===== src/rtl/axi4lite_slave_ctrl_pkg.sv =====
// Response encodings and FSM state type shared by the AXI4-Lite slave front-end.
// The memory response codes are translated onto AXI BRESP/RRESP by the controller.
package axi4lite_pkg;

    localparam logic [1:0] OKAY   = 2'b00;
    localparam logic [1:0] SLVERR = 2'b10;
    localparam logic [1:0] DECERR = 2'b11;

    localparam logic [1:0] MEM_OKAY  = 2'b00;
    localparam logic [1:0] MEM_RO    = 2'b01;
    localparam logic [1:0] MEM_RANGE = 2'b11;

    typedef enum logic [3:0] {
        ST_IDLE,
        ST_WR_REQ,
        ST_WR_RESP,
        ST_WR_DONE,
        ST_B_RESP,
        ST_RD_REQ,
        ST_RD_RESP,
        ST_RD_DONE,
        ST_R_RESP
    } state_t;

    // A read-only word is a slave error; an out-of-range word is a decode error.
    // The unused 2'b10 code is treated conservatively as a slave error.
    function automatic logic [1:0] wr_resp_map(input logic [1:0] mem_resp);
        case (mem_resp)
            MEM_RO:    return SLVERR;
            MEM_RANGE: return DECERR;
            default:   return SLVERR;
        endcase
    endfunction

endpackage


===== src/rtl/axi4lite_slave_ctrl_if.sv =====
// AXI4-Lite bus bundle (AW, W, B, AR, R channels) between a master and this slave.
// Clock and reset are deliberately kept outside the bundle.
interface axi4lite_slave_ctrl_if #(
    parameter int DATA_WIDTH = 32,
    parameter int ADDR_WIDTH = 8,
    parameter int STRB_WIDTH = DATA_WIDTH / 8
);

    logic                  AWVALID;
    logic                  AWREADY;
    logic [ADDR_WIDTH-1:0] AWADDR;

    logic                  WVALID;
    logic                  WREADY;
    logic [DATA_WIDTH-1:0] WDATA;
    logic [STRB_WIDTH-1:0] WSTRB;

    logic                  BVALID;
    logic                  BREADY;
    logic [1:0]            BRESP;

    logic                  ARVALID;
    logic                  ARREADY;
    logic [ADDR_WIDTH-1:0] ARADDR;

    logic                  RVALID;
    logic                  RREADY;
    logic [DATA_WIDTH-1:0] RDATA;
    logic [1:0]            RRESP;

    modport master (
        output AWVALID, AWADDR, WVALID, WDATA, WSTRB, BREADY, ARVALID, ARADDR, RREADY,
        input  AWREADY, WREADY, BVALID, BRESP, ARREADY, RVALID, RDATA, RRESP
    );

    modport slave (
        input  AWVALID, AWADDR, WVALID, WDATA, WSTRB, BREADY, ARVALID, ARADDR, RREADY,
        output AWREADY, WREADY, BVALID, BRESP, ARREADY, RVALID, RDATA, RRESP
    );

endinterface


===== src/rtl/axi4lite_slave_ctrl.sv =====
// AXI4-Lite slave front-end for the 64-word memory: latches AW/W/AR, serialises one
// transaction at a time onto the memory WEN/REN port and maps memory codes to BRESP/RRESP.
module axi4lite_slave_ctrl
    import axi4lite_pkg::*;
#(
    parameter int DATA_WIDTH     = 32,
    parameter int ADDR_WIDTH     = 8,
    parameter int MEM_ADDR_WIDTH = 6,
    parameter int STRB_WIDTH     = DATA_WIDTH / 8,
    parameter int TIMEOUT        = 4
) (
    input  logic                      clk,
    input  logic                      reset,
    axi4lite_slave_ctrl_if.slave      s_axi,

    output logic                      M_WEN,
    output logic                      M_REN,
    output logic [MEM_ADDR_WIDTH-1:0] M_AWADDR,
    output logic [MEM_ADDR_WIDTH-1:0] M_ARADDR,
    output logic [STRB_WIDTH-1:0]     M_WSTRB,
    output logic [DATA_WIDTH-1:0]     M_WDATA,
    input  logic [1:0]                M_WRESP,
    input  logic [1:0]                M_RRESP,
    input  logic                      M_WDONE,
    input  logic                      M_RDONE,
    input  logic [DATA_WIDTH-1:0]     M_RDATA
);

    localparam int                CNT_W    = $clog2(TIMEOUT + 1);
    localparam logic [CNT_W-1:0] TMO_LAST = CNT_W'(TIMEOUT - 1);

    // Channel hold registers
    logic                  aw_held_reg;
    logic [ADDR_WIDTH-1:0] awaddr_reg;
    logic                  w_held_reg;
    logic [DATA_WIDTH-1:0] wdata_reg;
    logic [STRB_WIDTH-1:0] wstrb_reg;
    logic                  ar_held_reg;
    logic [ADDR_WIDTH-1:0] araddr_reg;

    // FSM state and registered response payloads
    state_t                state_reg, state_next;
    logic [1:0]            bresp_reg, bresp_next;
    logic [1:0]            rresp_reg, rresp_next;
    logic [DATA_WIDTH-1:0] rdata_reg, rdata_next;
    logic [CNT_W-1:0]      cnt_reg, cnt_next;
    logic                  prefer_rd_reg, prefer_rd_next;

    logic                      aw_ready, w_ready, ar_ready;
    logic                      wr_clr, rd_clr;
    logic                      wr_pend;
    logic                      aw_bad, ar_bad;
    logic [MEM_ADDR_WIDTH-1:0] aw_idx, ar_idx;

    assign aw_ready = !aw_held_reg && !reset;
    assign w_ready  = !w_held_reg  && !reset;
    assign ar_ready = !ar_held_reg && !reset;

    assign wr_pend = aw_held_reg && w_held_reg;
    assign aw_idx  = awaddr_reg[MEM_ADDR_WIDTH+1:2];
    assign ar_idx  = araddr_reg[MEM_ADDR_WIDTH+1:2];

    // Address bits above the word index must be zero, otherwise the memory is never touched.
    assign aw_bad = |(awaddr_reg >> (MEM_ADDR_WIDTH + 2));
    assign ar_bad = |(araddr_reg >> (MEM_ADDR_WIDTH + 2));

    always_ff @(posedge clk) begin
        if (reset) begin
            aw_held_reg <= 1'b0;
            awaddr_reg  <= '0;
            w_held_reg  <= 1'b0;
            wdata_reg   <= '0;
            wstrb_reg   <= '0;
            ar_held_reg <= 1'b0;
            araddr_reg  <= '0;
        end else begin
            if (wr_clr) begin
                aw_held_reg <= 1'b0;
            end else if (s_axi.AWVALID && aw_ready) begin
                aw_held_reg <= 1'b1;
                awaddr_reg  <= s_axi.AWADDR;
            end

            if (wr_clr) begin
                w_held_reg <= 1'b0;
            end else if (s_axi.WVALID && w_ready) begin
                w_held_reg <= 1'b1;
                wdata_reg  <= s_axi.WDATA;
                wstrb_reg  <= s_axi.WSTRB;
            end

            if (rd_clr) begin
                ar_held_reg <= 1'b0;
            end else if (s_axi.ARVALID && ar_ready) begin
                ar_held_reg <= 1'b1;
                araddr_reg  <= s_axi.ARADDR;
            end
        end
    end

    always_ff @(posedge clk) begin
        if (reset) begin
            state_reg     <= ST_IDLE;
            bresp_reg     <= OKAY;
            rresp_reg     <= OKAY;
            rdata_reg     <= '0;
            cnt_reg       <= '0;
            prefer_rd_reg <= 1'b0;
        end else begin
            state_reg     <= state_next;
            bresp_reg     <= bresp_next;
            rresp_reg     <= rresp_next;
            rdata_reg     <= rdata_next;
            cnt_reg       <= cnt_next;
            prefer_rd_reg <= prefer_rd_next;
        end
    end

    always_comb begin
        state_next     = state_reg;
        bresp_next     = bresp_reg;
        rresp_next     = rresp_reg;
        rdata_next     = rdata_reg;
        cnt_next       = '0;
        prefer_rd_next = prefer_rd_reg;
        wr_clr         = 1'b0;
        rd_clr         = 1'b0;

        case (state_reg)
            ST_IDLE: begin
                // The priority flag only flips when write and read actually contend.
                if (wr_pend && (!ar_held_reg || !prefer_rd_reg)) begin
                    if (ar_held_reg) begin
                        prefer_rd_next = 1'b1;
                    end
                    if (aw_bad) begin
                        bresp_next = DECERR;
                        state_next = ST_B_RESP;
                    end else begin
                        state_next = ST_WR_REQ;
                    end
                end else if (ar_held_reg) begin
                    if (wr_pend) begin
                        prefer_rd_next = 1'b0;
                    end
                    if (ar_bad) begin
                        rresp_next = DECERR;
                        rdata_next = '0;
                        state_next = ST_R_RESP;
                    end else begin
                        state_next = ST_RD_REQ;
                    end
                end
            end

            ST_WR_REQ: state_next = ST_WR_RESP;

            ST_WR_RESP: begin
                if (M_WRESP == MEM_OKAY) begin
                    state_next = ST_WR_DONE;
                end else begin
                    bresp_next = wr_resp_map(M_WRESP);
                    state_next = ST_B_RESP;
                end
            end

            ST_WR_DONE: begin
                if (M_WDONE) begin
                    bresp_next = OKAY;
                    state_next = ST_B_RESP;
                end else if (cnt_reg == TMO_LAST) begin
                    bresp_next = SLVERR;
                    state_next = ST_B_RESP;
                end else begin
                    cnt_next = cnt_reg + 1'b1;
                end
            end

            ST_B_RESP: begin
                if (s_axi.BREADY) begin
                    wr_clr     = 1'b1;
                    state_next = ST_IDLE;
                end
            end

            ST_RD_REQ: state_next = ST_RD_RESP;

            ST_RD_RESP: begin
                if (M_RRESP == MEM_OKAY) begin
                    state_next = ST_RD_DONE;
                end else begin
                    rresp_next = DECERR;
                    rdata_next = '0;
                    state_next = ST_R_RESP;
                end
            end

            ST_RD_DONE: begin
                if (M_RDONE) begin
                    rresp_next = OKAY;
                    rdata_next = M_RDATA;
                    state_next = ST_R_RESP;
                end else if (cnt_reg == TMO_LAST) begin
                    rresp_next = SLVERR;
                    rdata_next = '0;
                    state_next = ST_R_RESP;
                end else begin
                    cnt_next = cnt_reg + 1'b1;
                end
            end

            ST_R_RESP: begin
                if (s_axi.RREADY) begin
                    rd_clr     = 1'b1;
                    state_next = ST_IDLE;
                end
            end

            default: state_next = ST_IDLE;
        endcase
    end

    // Memory request port; the read decode in the memory qualifies on M_AWADDR,
    // so reads drive the index onto both address buses.
    always_comb begin
        M_WEN    = 1'b0;
        M_REN    = 1'b0;
        M_AWADDR = '0;
        M_ARADDR = '0;
        M_WSTRB  = '0;
        M_WDATA  = '0;
        case (state_reg)
            ST_WR_REQ, ST_WR_RESP: begin
                M_WEN    = 1'b1;
                M_AWADDR = aw_idx;
                M_WSTRB  = wstrb_reg;
                M_WDATA  = wdata_reg;
            end
            ST_RD_REQ, ST_RD_RESP: begin
                M_REN    = 1'b1;
                M_AWADDR = ar_idx;
                M_ARADDR = ar_idx;
            end
            default: ;
        endcase
    end

    assign s_axi.AWREADY = aw_ready;
    assign s_axi.WREADY  = w_ready;
    assign s_axi.ARREADY = ar_ready;
    assign s_axi.BVALID  = (state_reg == ST_B_RESP);
    assign s_axi.BRESP   = bresp_reg;
    assign s_axi.RVALID  = (state_reg == ST_R_RESP);
    assign s_axi.RRESP   = rresp_reg;
    assign s_axi.RDATA   = rdata_reg;

endmodule


===== src/flat_wrapper.sv =====
// flat-port wrapper written by rule: the top's interface ports become plain ports
module axi4lite_slave_ctrl_flat import axi4lite_pkg::*;
#(
    parameter int DATA_WIDTH     = 32,
    parameter int ADDR_WIDTH     = 8,
    parameter int MEM_ADDR_WIDTH = 6,
    parameter int STRB_WIDTH     = DATA_WIDTH / 8,
    parameter int TIMEOUT        = 4
)
  (clk, reset, M_WEN, M_REN, M_AWADDR, M_ARADDR, M_WSTRB, M_WDATA, M_WRESP, M_RRESP, M_WDONE, M_RDONE, M_RDATA, s_axi_AWVALID, s_axi_AWADDR, s_axi_WVALID, s_axi_WDATA, s_axi_WSTRB, s_axi_BREADY, s_axi_ARVALID, s_axi_ARADDR, s_axi_RREADY, s_axi_AWREADY, s_axi_WREADY, s_axi_BVALID, s_axi_BRESP, s_axi_ARREADY, s_axi_RVALID, s_axi_RDATA, s_axi_RRESP);
  axi4lite_slave_ctrl_if #(.DATA_WIDTH(DATA_WIDTH), .ADDR_WIDTH(ADDR_WIDTH), .STRB_WIDTH(STRB_WIDTH)) s_axi_i ();
  input  logic clk;
  input  logic reset;
  output logic M_WEN;
  output logic M_REN;
  output logic [MEM_ADDR_WIDTH-1:0] M_AWADDR;
  output logic [MEM_ADDR_WIDTH-1:0] M_ARADDR;
  output logic [STRB_WIDTH-1:0] M_WSTRB;
  output logic [DATA_WIDTH-1:0] M_WDATA;
  input  logic [1:0] M_WRESP;
  input  logic [1:0] M_RRESP;
  input  logic M_WDONE;
  input  logic M_RDONE;
  input  logic [DATA_WIDTH-1:0] M_RDATA;
  input wire logic [$bits(s_axi_i.AWVALID)-1:0] s_axi_AWVALID;
  input wire logic [$bits(s_axi_i.AWADDR)-1:0] s_axi_AWADDR;
  input wire logic [$bits(s_axi_i.WVALID)-1:0] s_axi_WVALID;
  input wire logic [$bits(s_axi_i.WDATA)-1:0] s_axi_WDATA;
  input wire logic [$bits(s_axi_i.WSTRB)-1:0] s_axi_WSTRB;
  input wire logic [$bits(s_axi_i.BREADY)-1:0] s_axi_BREADY;
  input wire logic [$bits(s_axi_i.ARVALID)-1:0] s_axi_ARVALID;
  input wire logic [$bits(s_axi_i.ARADDR)-1:0] s_axi_ARADDR;
  input wire logic [$bits(s_axi_i.RREADY)-1:0] s_axi_RREADY;
  output wire logic [$bits(s_axi_i.AWREADY)-1:0] s_axi_AWREADY;
  output wire logic [$bits(s_axi_i.WREADY)-1:0] s_axi_WREADY;
  output wire logic [$bits(s_axi_i.BVALID)-1:0] s_axi_BVALID;
  output wire logic [$bits(s_axi_i.BRESP)-1:0] s_axi_BRESP;
  output wire logic [$bits(s_axi_i.ARREADY)-1:0] s_axi_ARREADY;
  output wire logic [$bits(s_axi_i.RVALID)-1:0] s_axi_RVALID;
  output wire logic [$bits(s_axi_i.RDATA)-1:0] s_axi_RDATA;
  output wire logic [$bits(s_axi_i.RRESP)-1:0] s_axi_RRESP;
  assign s_axi_i.AWVALID = s_axi_AWVALID;
  assign s_axi_i.AWADDR = s_axi_AWADDR;
  assign s_axi_i.WVALID = s_axi_WVALID;
  assign s_axi_i.WDATA = s_axi_WDATA;
  assign s_axi_i.WSTRB = s_axi_WSTRB;
  assign s_axi_i.BREADY = s_axi_BREADY;
  assign s_axi_i.ARVALID = s_axi_ARVALID;
  assign s_axi_i.ARADDR = s_axi_ARADDR;
  assign s_axi_i.RREADY = s_axi_RREADY;
  assign s_axi_AWREADY = s_axi_i.AWREADY;
  assign s_axi_WREADY = s_axi_i.WREADY;
  assign s_axi_BVALID = s_axi_i.BVALID;
  assign s_axi_BRESP = s_axi_i.BRESP;
  assign s_axi_ARREADY = s_axi_i.ARREADY;
  assign s_axi_RVALID = s_axi_i.RVALID;
  assign s_axi_RDATA = s_axi_i.RDATA;
  assign s_axi_RRESP = s_axi_i.RRESP;
  axi4lite_slave_ctrl #(.DATA_WIDTH(DATA_WIDTH), .ADDR_WIDTH(ADDR_WIDTH), .MEM_ADDR_WIDTH(MEM_ADDR_WIDTH), .STRB_WIDTH(STRB_WIDTH), .TIMEOUT(TIMEOUT)) u_core (.clk(clk), .reset(reset), .s_axi(s_axi_i), .M_WEN(M_WEN), .M_REN(M_REN), .M_AWADDR(M_AWADDR), .M_ARADDR(M_ARADDR), .M_WSTRB(M_WSTRB), .M_WDATA(M_WDATA), .M_WRESP(M_WRESP), .M_RRESP(M_RRESP), .M_WDONE(M_WDONE), .M_RDONE(M_RDONE), .M_RDATA(M_RDATA));
endmodule

===== config.mk =====
export PLATFORM = sky130hd
export DESIGN_NAME = axi4lite_slave_ctrl_flat
export DESIGN_NICKNAME = d
export VERILOG_FILES = /design/src/rtl/axi4lite_slave_ctrl_pkg.sv /design/src/rtl/axi4lite_slave_ctrl_if.sv /design/src/rtl/axi4lite_slave_ctrl.sv /design/src/flat_wrapper.sv
export SDC_FILE = /design/constraint.sdc
export NUM_CORES = 1
export LEC_CHECK = 0
export CORE_MARGIN = 2
export CORE_UTILIZATION = 42
export DETAILED_ROUTE_END_ITERATION = 16
export PLACE_DENSITY = 0.9
export SYNTH_ARGS = -nofsm -noshare
export SYNTH_HDL_FRONTEND = slang
export SYNTH_SLANG_ARGS = --single-unit

===== constraint.sdc =====
create_clock -name clk -period 2.4 [get_ports clk]
set_clock_uncertainty 0.2 [all_clocks]
set_input_delay 0.24 -clock clk [delete_from_list [all_inputs] [get_ports clk]]
set_output_delay 0.24 -clock clk [all_outputs]
set_load 0.05 [all_outputs]

# --- After elaboration in Yosys (flattened, before gate mapping) ---
# Cells that the tools add are included.
totals:
  ff_bits: 99
  latch_bits: 0
  mem_bits_rw: 0
  rom_bits: 0
  output_inout_bits: 91
  wordCells: 105
  memories: 0
classes:
  add_sub_neg: 1
  multipliers: 0
  n_div: 0
  n_lt_le_gt_ge: 0
  n_eq_ne: 17
  n_shift: 0
  muxes: 41
  n_bitwise: 2
  reduce_logical: 31
op_table:
  columns: ["operator", "n"]
  rows:
  - ["$mux 32", 4]
  - ["$pmux 32 s2", 1]
  - ["$mux 4", 10]
  - ["$pmux 4 s9", 1]
  - ["$eq 4x3->1 const B", 4]
  - ["$mux 3", 4]
  - ["$pmux 6 s2", 1]
  - ["$mux 1", 11]
  - ["$mux 2", 5]
  - ["$reduce_and 3->1", 3]
  - ["$eq 4x2->1 const B", 2]
  - ["$logic_and 1x1->1", 8]
  - ["$ne 2x2->1 const B", 4]
  - ["$pmux 2 s2", 2]
  - ["$reduce_or 2->1", 4]
  - ["$mux 6", 1]
  - ["$ne 3x2->1 const B", 2]
  - ["$pmux 3 s2", 1]
  - ["$reduce_and 2->1", 3]
  - ["$reduce_bool 2->1", 3]
  - ["$logic_not 1->1", 5]
  - ["$reduce_and 5->1", 1]
  - ["$eq 4x1->1 const B", 1]
  - ["$eq 4x4->1 const B", 1]
  - ["8 further kinds", 10]

# --- Longest topological paths before layout ---
# Gate-level depths: netlist of the first run.
logic_depth:
  ltp_word: 5
  ltp_mapped: 7
  ltp_nobuf: 5

# --- Worst setup path after synthesis of the first run ---
# OpenSTA, ideal clock, no wires.
synth_path:
  kind: "register -> output"
  startpoint: "reg u_core.state_reg[1]"
  endpoint: "out M_AWADDR[0]"
  arrival_time_ns: 3.071
  required_time_ns: 1.960
  path_slack_ns: -1.111
  path_stages_with_launch: 6
  cell_sequence: "dfxtp_1 -> buf_2 -> xnor2_1 -> nor3b_1 -> and2_1 -> a21o_1"
synth_between:
  elab_chain_cells: 3
  elab_cells_between_ends: 7
  cone_classes: "4 x eq/ne; 1 x mux; 2 x reduce/logical"
synth_rtl:
  columns: ["item", "line", "text"]
  rows:
  - ["start: declaration", "axi4lite_slave_ctrl.sv:42", "state_t state_reg, state_next;"]
  - ["start signal: assignment", "axi4lite_slave_ctrl.sv:110", "state_reg <= state_next;"]
  - ["$eq 4x3->1, or another cell as far along", "axi4lite_slave_ctrl.sv:232", "case (state_reg)"]
  - ["$reduce_or 2->1", "axi4lite_slave_ctrl.sv:232", null]
  - ["$pmux 6 s2 (*)", "axi4lite_slave_ctrl.sv:232", null]
  - ["end: declaration", "flat_wrapper.sv:16", "output logic [MEM_ADDR_WIDTH-1:0] M_AWADDR;"]
# Every way passes the cells marked *; elsewhere a longest branch is shown, timed or not.

# --- Worst setup path after layout of the first run ---
layout_path:
  startpoint: "reg u_core.state_reg[3]"
  endpoint: "out M_AWADDR[3]"
# The elaborated chain is that of the path after synthesis.

==> results of run 1 <==
==> power by group <==
| part | switching [mW] | total (mW) | internal, mW |
|---|---|---|---|
| clock | 0.536 | 1.10 | 0.565 |
| combinational | 1.03 | 2.05 | 1.02 |
| sequential | 0.0866 | 1.79 | 1.70 |
| total | 1.65 | 4.94 | 3.29 |
==> final timing paths <==
| kind | startpoint | to | slack (ns) | depth (start not counted) |
|---|---|---|---|---|
| worst max-delay path | u_core.state_reg[3] | M_AWADDR[3] | 0.10 | 6 |
| worst max register to register | u_core.state_reg[3] | u_core.wdata_reg[2] | 0.18 | 6 |
| worst min register to register | u_core.s_axi.BRESP[1] | u_core.s_axi.BRESP[1] | 0.25 | 2 |
| worst min-delay path | reset | u_core.prefer_rd_reg | 0.04 | 2 |
==> area by class of cell <==
class | instances | area share
Timing Repair Buffer | 206 | 0.358
Multi-Input combinational cell | 287 | 0.316
Clock inverter | 3 | 0.00566
Clock buffer | 13 | 0.0239
Sequential cell | 95 | 0.270
Tap cell | 133 | 0.0235
Inverter | 7 | 0.00371
==> through the flow <==
step / cells / worst slack, ns / setup TNS [ns] / util / hold slack, ns
finish: 744 / 0.102 / 0 / 0.724 / 0.0397
global route: 744 / 0.0181 / 0 / 0.724 / 0.0362
CTS: 743 / 0.0120 / 0 / 0.723 / 0.0152
detailed placement: 716 / -0.0715 / -0.372 / 0.690 / 0.226
global placement: 716 / 0.0387 / 0 / 0.690 / 0.217
floorplan: 418 / -0.177 / -1.21 / - / 0.136
==> metal layers <==
layer,GRT usage,part of all wire,vias to the layer above
met5,0,0,-
li1,-,-,1806
met4,0.0763,0.017,0
met1,0.264,0.40,1811
met3,0.0902,0.098,22
met2,0.396,0.48,184
==> critical path, stage by stage, from the launching register on <==
cell     delay, ns
dfxtp_2       0.42
buf_4         0.26
nor3b_4       0.06
buf_4         0.16
and2_2        0.23
a21o_2        0.22
buf_12        0.15
==> cell usage after synthesis, drive strengths merged <==
master	instances
a22oi	32
a31o	1
a41oi	1
nand2	9
or4b	1
nor2	41
xnor2	1
nor4	1
nand4bb	1
a41o	1
nor4b	2
or3b	1
clkbuf	17
nand3b	2
a21o	8
o21a	2
or3	1
nand2b	3
nor2b	50
a211oi	4
a2111o	1
buf	13
a311o	1
ha	1
mux2i	1
and3b	3
xor2	1
nor3b	6
mux2	48
nor3	6
inv	7
and2	43
o21ai	4
a21oi	5
nand4	3
o311ai	1
dfxtp	95
==> repair_timing <==
action,CTS,global route
buffers inserted,10,1
setup endpoints to repair,43,28
pin swaps,3,1
cloned,1,0
gates resized for setup,5,2
==> cells by family (layout without fill, tap and decap cells) <==
kind of cell | count (synthesis) | in the layout | share of synthesized area
AO/OA/AOI/OAI | 61 | 61 | 0.106
XOR/XNOR | 2 | 2 | 0.00415
adder cells (fa/ha/maj) | 1 | 1 | 0.00296
buffers and inverters | 37 | 229 | 0.0412
flip-flops | 95 | 95 | 0.450
multiplexers | 49 | 49 | 0.157
AND/OR/NAND/NOR | 173 | 174 | 0.239
==> results by group, run 1 <==
Global route
  • Vias in the first global route: 4042
  • First-pass GRT wire length: just over 20000 um
  • Antenna violations before repair: 0
  • Largest net degree at the start of global routing: 49
  • Gr usage total: 0.232
  • GRT overflow: 0

Synthesis
  • Synth Instances: 418
  • Syn_area_per_cell: ~10 um^2
  • Distinct cell type count after synthesis: 43
  • Synth area leaders: dfxtp_1 45%, mux2_4 11%, nor2b_1 7.4%, and2_1 6.4%, a22oi_1 5.7%
  • Ys Warns: 0
  • Synth Cell Area: roughly 0.0042 mm^2
  • Yosys reg bits: 95
  • Yosys top cell by area: dfxtp_1
  • Syn_nets: between 500 and 600
  • Top-area cell type share of the netlist area: 0.450
  • Sequential share of the synthesized area: 0.450

Job
  • Max Cap Viol: 0

STA
  • Max frequency: 435 MHz
  • Final hold viol count: 0
  • Fin crit share: 0.957
  • Headroom to the max-slew limit: 0.642
  • Least-Margin Pin Slew: 0.535 ns
  • Clock period minus final worst setup slack: about 2.3 ns
  • Unrepaired setup endpoints after global routing: false
  • Setup violators final: 0
  • Slew Limit Fails: 0

Power
  • Worst VDD drop: about 0.35 mV
  • Tot Pwr: approximately 4.9 mW
  • Power per cell area: approximately 700 mW/mm^2
  • Leak: approximately 2.8 nW

Status
  • Status: completed

Finish
  • Final Instance Area: around 0.0071 mm^2
  • Layout filler cell count: around 640
  • Most frequent cells in the layout: 130 x clkdlybuf4s50_1, 91 x dfxtp_1, 53 x buf_12
  • Storage element area: approximately 0.0019 mm^2
  • Layout area overhead: 67.4%
  • Layout cell share with drive strength beyond 1: 0.270
  • # nets final: 704
  • Ant diodes: 0
  • Multi-input gate area: 0.00223 mm^2
  • Commonest non-fill, non-tap cell in the layout: clkdlybuf4s50_1

Placement
  • Placed inst area: ~0.0067 mm^2
  • PortBufs: between 150 and 200
  • DP HPWL: between 9000 and 10000 um
  • Gpl congestion: between 0.8 and 0.9

Routing
  • Detailed Route WL: ~13000 um
  • DR iter-0 viols: between 100 and 150
  • Antenna Nets Post-Route: 0
  • Via count: 3823
  • Residual DRC: 0
  • WL per Instance: between 15 and 20 um
  • DRT Pass-1 Iters: 4
  • Via-to-Cell Ratio: between 5 and 6

Clock tree
  • Total clock buffers created by CTS: 9
  • Clk slew on worst S/H paths: 0.08 ns
  • Clock Tree Buf Depth: 2
  • Clock insertion delay at the later pin of the skew report: 0.35 ns
  • Clock Tree Root: clkbuf_8
  • Post-CTS Hold Buffers: 0
  • CTS tree: done
  • Clk sinks: 95
  • Total number of H-tree levels: 3

Setup path
  • Critical path class: reg -> out
  • Critical path launch point type: register
  • Worst EP required: between 1.5 and 2 ns
  • Crit-path max FO: 15
  • Crit. End Element: output port
  • WP data arrival: around 1.9 ns

Floorplan
  • Floorplan row count: 36
  • Width of the die: approximately 100 um
  • Ports: about 190
  • Core region area: 0.00977 mm^2
  • Die H: between 100 and 150 um
  • Initial Util: 0.432
  • Die footprint: approximately 0.011 mm^2

Worst hold path
  • HP Class: in -> reg
(Power assumes the default switching activity.)
==> inputs of run 2 (changes only) <==
- RECOVER_POWER: not set -> 50
==> results by group, run 2 (synthesized netlist as in run 1, its figures left out) <==
Finish
  • Ant diodes: 0
  • Storage element area: 0.00191 mm^2
  • Non-filler cells, final: 744
  • Layout filler cell count: around 640
  • Commonest non-fill, non-tap cell in the layout: clkdlybuf4s50_1
  • Most frequent cells in the layout: 94 x clkdlybuf4s50_1, 91 x dfxtp_1, 52 x buf_12
  • Multi-input gate area: ~0.0022 mm^2
  • Layout area overhead: 66.9%
  • Final Instance Area: a little over 0.007 mm^2
  • # nets final: 704
  • Layout cell share with drive strength beyond 1: 0.268

STA
  • Final hold viol count: 0
  • Clock period minus final worst setup slack: between 2 and 2.5 ns
  • Fin crit share: 0.959
  • Setup violators final: 0
  • Worst Hold Margin: a little over 0.04 ns
  • Least-Margin Pin Slew: slightly below 0.7 ns
  • Setup tns final: 0 ns
  • Max frequency: between 400 and 500 MHz
  • Headroom to the max-slew limit: 0.552
  • Unrepaired setup endpoints after global routing: false
  • Slew Limit Fails: 0

Clock tree
  • Total clock buffers created by CTS: 9
  • Clk sinks: 95
  • Clk slew on worst S/H paths: about 0.080 ns
  • Clock Tree Buf Depth: 2
  • Clock Tree Root: clkbuf_8
  • Total number of H-tree levels: 3
  • Clock insertion delay at the later pin of the skew report: around 0.35 ns
  • Post-CTS Hold Buffers: 0
  • CTS tree: done

Floorplan
  • Width of the die: approximately 100 um
  • Die footprint: ~0.011 mm^2
  • Initial Util: 0.432
  • Core region area: 0.00977 mm^2
  • Die H: roughly 100 um
  • Ports: approximately 190
  • Floorplan row count: 36

Power
  • NetSw: around 1.6 mW
  • Reg power frac: 0.363
  • Clk network pwr share: 0.223
  • Sw frac: 0.335
  • Logic gate share of total power: 0.414
  • Power per cell area: about 700 mW/mm^2
  • Leak: between 2 and 3 nW
  • Internal power consumption: about 3.3 mW
  • Tot Pwr: about 5 mW
  • Worst VDD drop: 0.348 mV

Setup path
  • Worst EP required: between 1.5 and 2 ns
  • Crit-path max FO: 15
  • R2R setup slack: 0.18 ns
  • WP data arrival: 1.86 ns
  • Critical path launch point type: register
  • Crit. End Element: output port
  • Critical path class: reg -> out

Status
  • Status: completed

Global route
  • Vias in the first global route: roughly 4.0k
  • Gr usage total: 0.232
  • Largest net degree at the start of global routing: between 40 and 50
  • First-pass GRT wire length: around 20000 um
  • GRT overflow: 0
  • Antenna violations before repair: 0

Routing
  • DR iter-0 viols: 124
  • Residual DRC: 0
  • DRT Pass-1 Iters: 4
  • WL per Instance: roughly 17 um
  • Via count: ~3.8k
  • Detailed Route WL: ~13000 um
  • Via-to-Cell Ratio: about 5.1
  • Antenna Nets Post-Route: 0

Placement
  • Gpl congestion: ~0.82
  • PortBufs: about 180
  • Placed inst area: about 0.0067 mm^2
  • Placed cell count: ~700
  • DP HPWL: 9180 um

Job
  • Max Cap Viol: 0

Worst hold path
  • HP Class: in -> reg
run 2: cell count changes in the layout (fill, tap and decap cells not counted):
cell and change:
o311ai_0 +1, o311ai_1 -1, clkbuf_1 +1, dlygate4sd3_1 +36, clkdlybuf4s50_1 -36, buf_4 -2, buf_12 -1, clkbuf_2 +2
run 2: cell type report:
type	count	area share
multi-input cells	287	0.317
well taps	133	0.0236
clock buffers	13	0.0240
flip-flops and latches	95	0.270
repair buffers	206	0.356
clock inverters	3	0.00568
inverters	7	0.00373
run 2: routing by layer:
layer / global-route usage / vias to the layer above / wire [um]
met5: 0 / - / 0
met4: 0.0763 / 0 / 230
li1: - / 1808 / -
met2: 0.396 / 192 / 6120
met3: 0.0902 / 24 / 1260
met1: 0.264 / 1804 / 5040
run 2: critical path: stages (launching register included):
cell,delay (ns)
dfxtp_2,0.42
buf_4,0.26
nor3b_4,0.06
buf_4,0.16
and2_2,0.23
a21o_2,0.22
buf_12,0.15
run 2: repair_timing:
action | in CTS | in global routing
endpoints found under the hold margin | 0 | 0
resized for setup | 5 | 2
pin swaps | 3 | 1
gates cloned | 1 | 0
endpoints found under the setup margin | 43 | 28
setup buffers | 10 | 1
run 2: worst paths after layout:
| path | from | to | cells after the start |
|---|---|---|---|
| max | u_core.state_reg[3] | M_AWADDR[3] | 6 |
| min | reset | u_core.prefer_rd_reg | 2 |
| max reg2reg | u_core.state_reg[3] | u_core.wdata_reg[2] | 6 |
| min reg2reg | u_core.s_axi.BRESP[1] | u_core.s_axi.BRESP[1] | 2 |
run 2: through the flow:
stage	utilization	setup slack, ns
after floorplan	-	-0.177
after global placement	0.690	0.0387
after detailed placement	0.690	-0.0715
after CTS	0.723	0.0120
after global routing	0.721	0.0181
final	0.721	0.0992
run 2: power groups by stage:
| stage | logic [mW] | registers, mW | clock network, mW |
|---|---|---|---|
| finish | 2.04 | 1.79 | 1.10 |
| detailed placement | 1.83 | 1.80 | 0 |
| global route | 2.13 | 1.80 | 1.19 |
| global placement | 1.77 | 1.79 | 0 |
| floorplan | 0.993 | 1.82 | 0 |
| CTS | 2.03 | 1.78 | 1.12 |
==> inputs of run 3 (changes only) <==
- CORE_UTILIZATION: 42 -> 43
- CTS_BUF_LIST: not set -> sky130_fd_sc_hd__clkbuf_4
- HOLD_SLACK_MARGIN: not set -> 0.02
- PLACE_DENSITY: 0.9 -> 0.92
==> results by group, run 3 (synthesized netlist as in run 1, its figures left out) <==
Finish
  • Final Instance Area: 0.00682 mm^2
  • # nets final: 696
  • Layout cell share with drive strength beyond 1: 0.232
  • Non-filler cells, final: roughly 740
  • Multi-input gate area: approximately 0.0022 mm^2
  • Layout filler cell count: approximately 680
  • Most frequent cells in the layout: 110 x clkdlybuf4s50_1, 93 x dfxtp_1, 52 x buf_12
  • Commonest non-fill, non-tap cell in the layout: clkdlybuf4s50_1
  • Storage element area: roughly 0.0019 mm^2
  • Ant diodes: 0
  • Layout Utilization: 0.708
  • Layout area overhead: 61.4%

Floorplan
  • Die H: around 100 um
  • Core region area: about 0.0096 mm^2
  • Floorplan row count: 36
  • Width of the die: between 100 and 150 um
  • Initial Util: 0.438
  • Die footprint: 0.0106 mm^2
  • Ports: 188

Worst hold path
  • Hold Path Sink: u_core.wstrb_reg[2]
  • HP Class: in -> reg
  • Hold path startpoint: s_axi_WSTRB[2]
  • Hold Path Depth: 2

Setup path
  • Crit-path max FO: 7
  • Critical path class: reg -> out
  • RR Startpoint: u_core.state_reg[3]
  • CP bufs+invs: 2
  • Cells on worst reg2reg path: 5
  • Critical path cell sequence: xnor2_4, nor3b_4, buf_4, and2_2, a21o_2, buf_12
  • WP data arrival: between 1.5 and 2 ns
  • Worst EP required: between 1.5 and 2 ns
  • R2R setup slack: between 0.1 and 0.15 ns
  • RR Endpoint: u_core.wdata_reg[9]
  • Crit. End Element: output port
  • Slowest cell on the critical path: dfxtp_2
  • Critical path launch point type: register
  • Crit path largest cell delay: ~0.38 ns
  • Crit. Startpoint: u_core.state_reg[0]
  • CP delay by family, top: flip-flops

Routing
  • DR iter-0 viols: approximately 120
  • Wire length on met1: 4770 um
  • Met3 WL: roughly 1100 um
  • DRT Pass-1 Iters: 5
  • Via-to-Cell Ratio: just over 5
  • Met2 routed WL: 5890 um
  • Via count: 3757
  • Antenna Nets Post-Route: 0
  • WL per Instance: about 16 um
  • Detailed Route WL: 12100 um
  • Top layer in use: met4
  • Residual DRC: 0

Global route
  • Antenna violations before repair: 0
  • Largest net degree at the start of global routing: 50
  • Vias in the first global route: roughly 3.8k
  • GRT overflow: 0
  • Gr usage total: 0.225
  • First-pass GRT wire length: 18400 um

STA
  • Clock period minus final worst setup slack: 2.30 ns
  • Final hold viol count: 0
  • Unrepaired setup endpoints after global routing: false
  • Max frequency: around 440 MHz
  • Fin crit share: 0.957
  • Headroom to the max-slew limit: 0.333
  • Slew Limit Fails: 0
  • Worst Hold Margin: between 0.15 and 0.2 ns
  • Least-Margin Pin Slew: 1.00 ns
  • Setup violators final: 0

Clock tree
  • Total number of H-tree levels: 3
  • Total clock buffers created by CTS: 9
  • Clk slew on worst S/H paths: approximately 0.14 ns
  • Clock Tree Root: clkbuf_4
  • CTS tree: done
  • Clk sinks: 95
  • Clock Tree Buf Depth: 2
  • Clock insertion delay at the later pin of the skew report: approximately 0.43 ns

Placement
  • PortBufs: between 150 and 200
  • Gpl congestion: roughly 0.8
  • DP HPWL: roughly 9100 um
  • Placed inst area: 0.00675 mm^2
  • Placed cell count: about 700

Power
  • Worst VDD drop: about 0.33 mV
  • Power per cell area: about 640 mW/mm^2
  • Leak: 2.74 nW
  • Tot Pwr: ~4.3 mW

Job
  • Max Cap Viol: 0

Status
  • Status: completed
run 3: cell types whose count changed in the layout (fill, tap and decap cells not counted), moves of 10 or more:
cell and delta:
mux2_1 +10, clkbuf_4 +13, dlygate4sd3_1 -17, clkdlybuf4s50_1 +16, buf_4 -11, clkbuf_8 -12, mux2_4 -10
run 3: power by group:
group | internal (mW) | switching (mW)
Sequential | 1.70 | 0.0877
Combinational | 0.869 | 0.934
Clock | 0.243 | 0.510
Total | 2.81 | 1.53
run 3: timing repair:
| action | 4_1_cts | 5_1_grt |
|---|---|---|
| resized for setup | 2 | 5 |
| cloned | 0 | 0 |
| hold buffers | 2 | 0 |
| pin swaps | 2 | 1 |
| endpoints found under the setup margin | 6 | 9 |
| hold endpoints to repair | 5 | 0 |
| buffers inserted | 2 | 0 |
run 3: how the worst max path moves through the flow:
stage	slack, ns	to	depth (start not counted)
5_1_grt	0.02	M_AWADDR[4]	6
2_1_floorplan	-0.18	M_AWADDR[0]	5
6_report	0.10	M_AWADDR[4]	6
4_1_cts	0.004	M_AWADDR[4]	6
3_5_place_dp	0.29	u_core.state_reg[2]	5
3_3_place_gp	0.32	u_core.state_reg[2]	5
run 3: final cells by class:
cell class,count,area share
Clock inverter,4,0.00330
Multi-Input combinational cell,286,0.317
Timing Repair Buffer,199,0.359
Tap cell,133,0.0244
Clock buffer,12,0.0132
Inverter,7,0.00385
Sequential cell,95,0.279
run 3: layer usage:
| layer | vias to the layer above | track usage |
|---|---|---|
| met5 | - | 0 |
| met4 | 0 | 0.0992 |
| met3 | 23 | 0.0725 |
| met2 | 188 | 0.392 |
| met1 | 1756 | 0.250 |
| li1 | 1790 | - |
run 3: per-stage QoR:
| step | setup slack [ns] | setup TNS (ns) |
|---|---|---|
| 5_1_grt | 0.0242 | 0 |
| 4_1_cts | 0.00374 | 0 |
| 3_5_place_dp | 0.287 | 0 |
| 3_3_place_gp | 0.324 | 0 |
| 6_report | 0.104 | 0 |
| 2_1_floorplan | -0.177 | -1.21 |
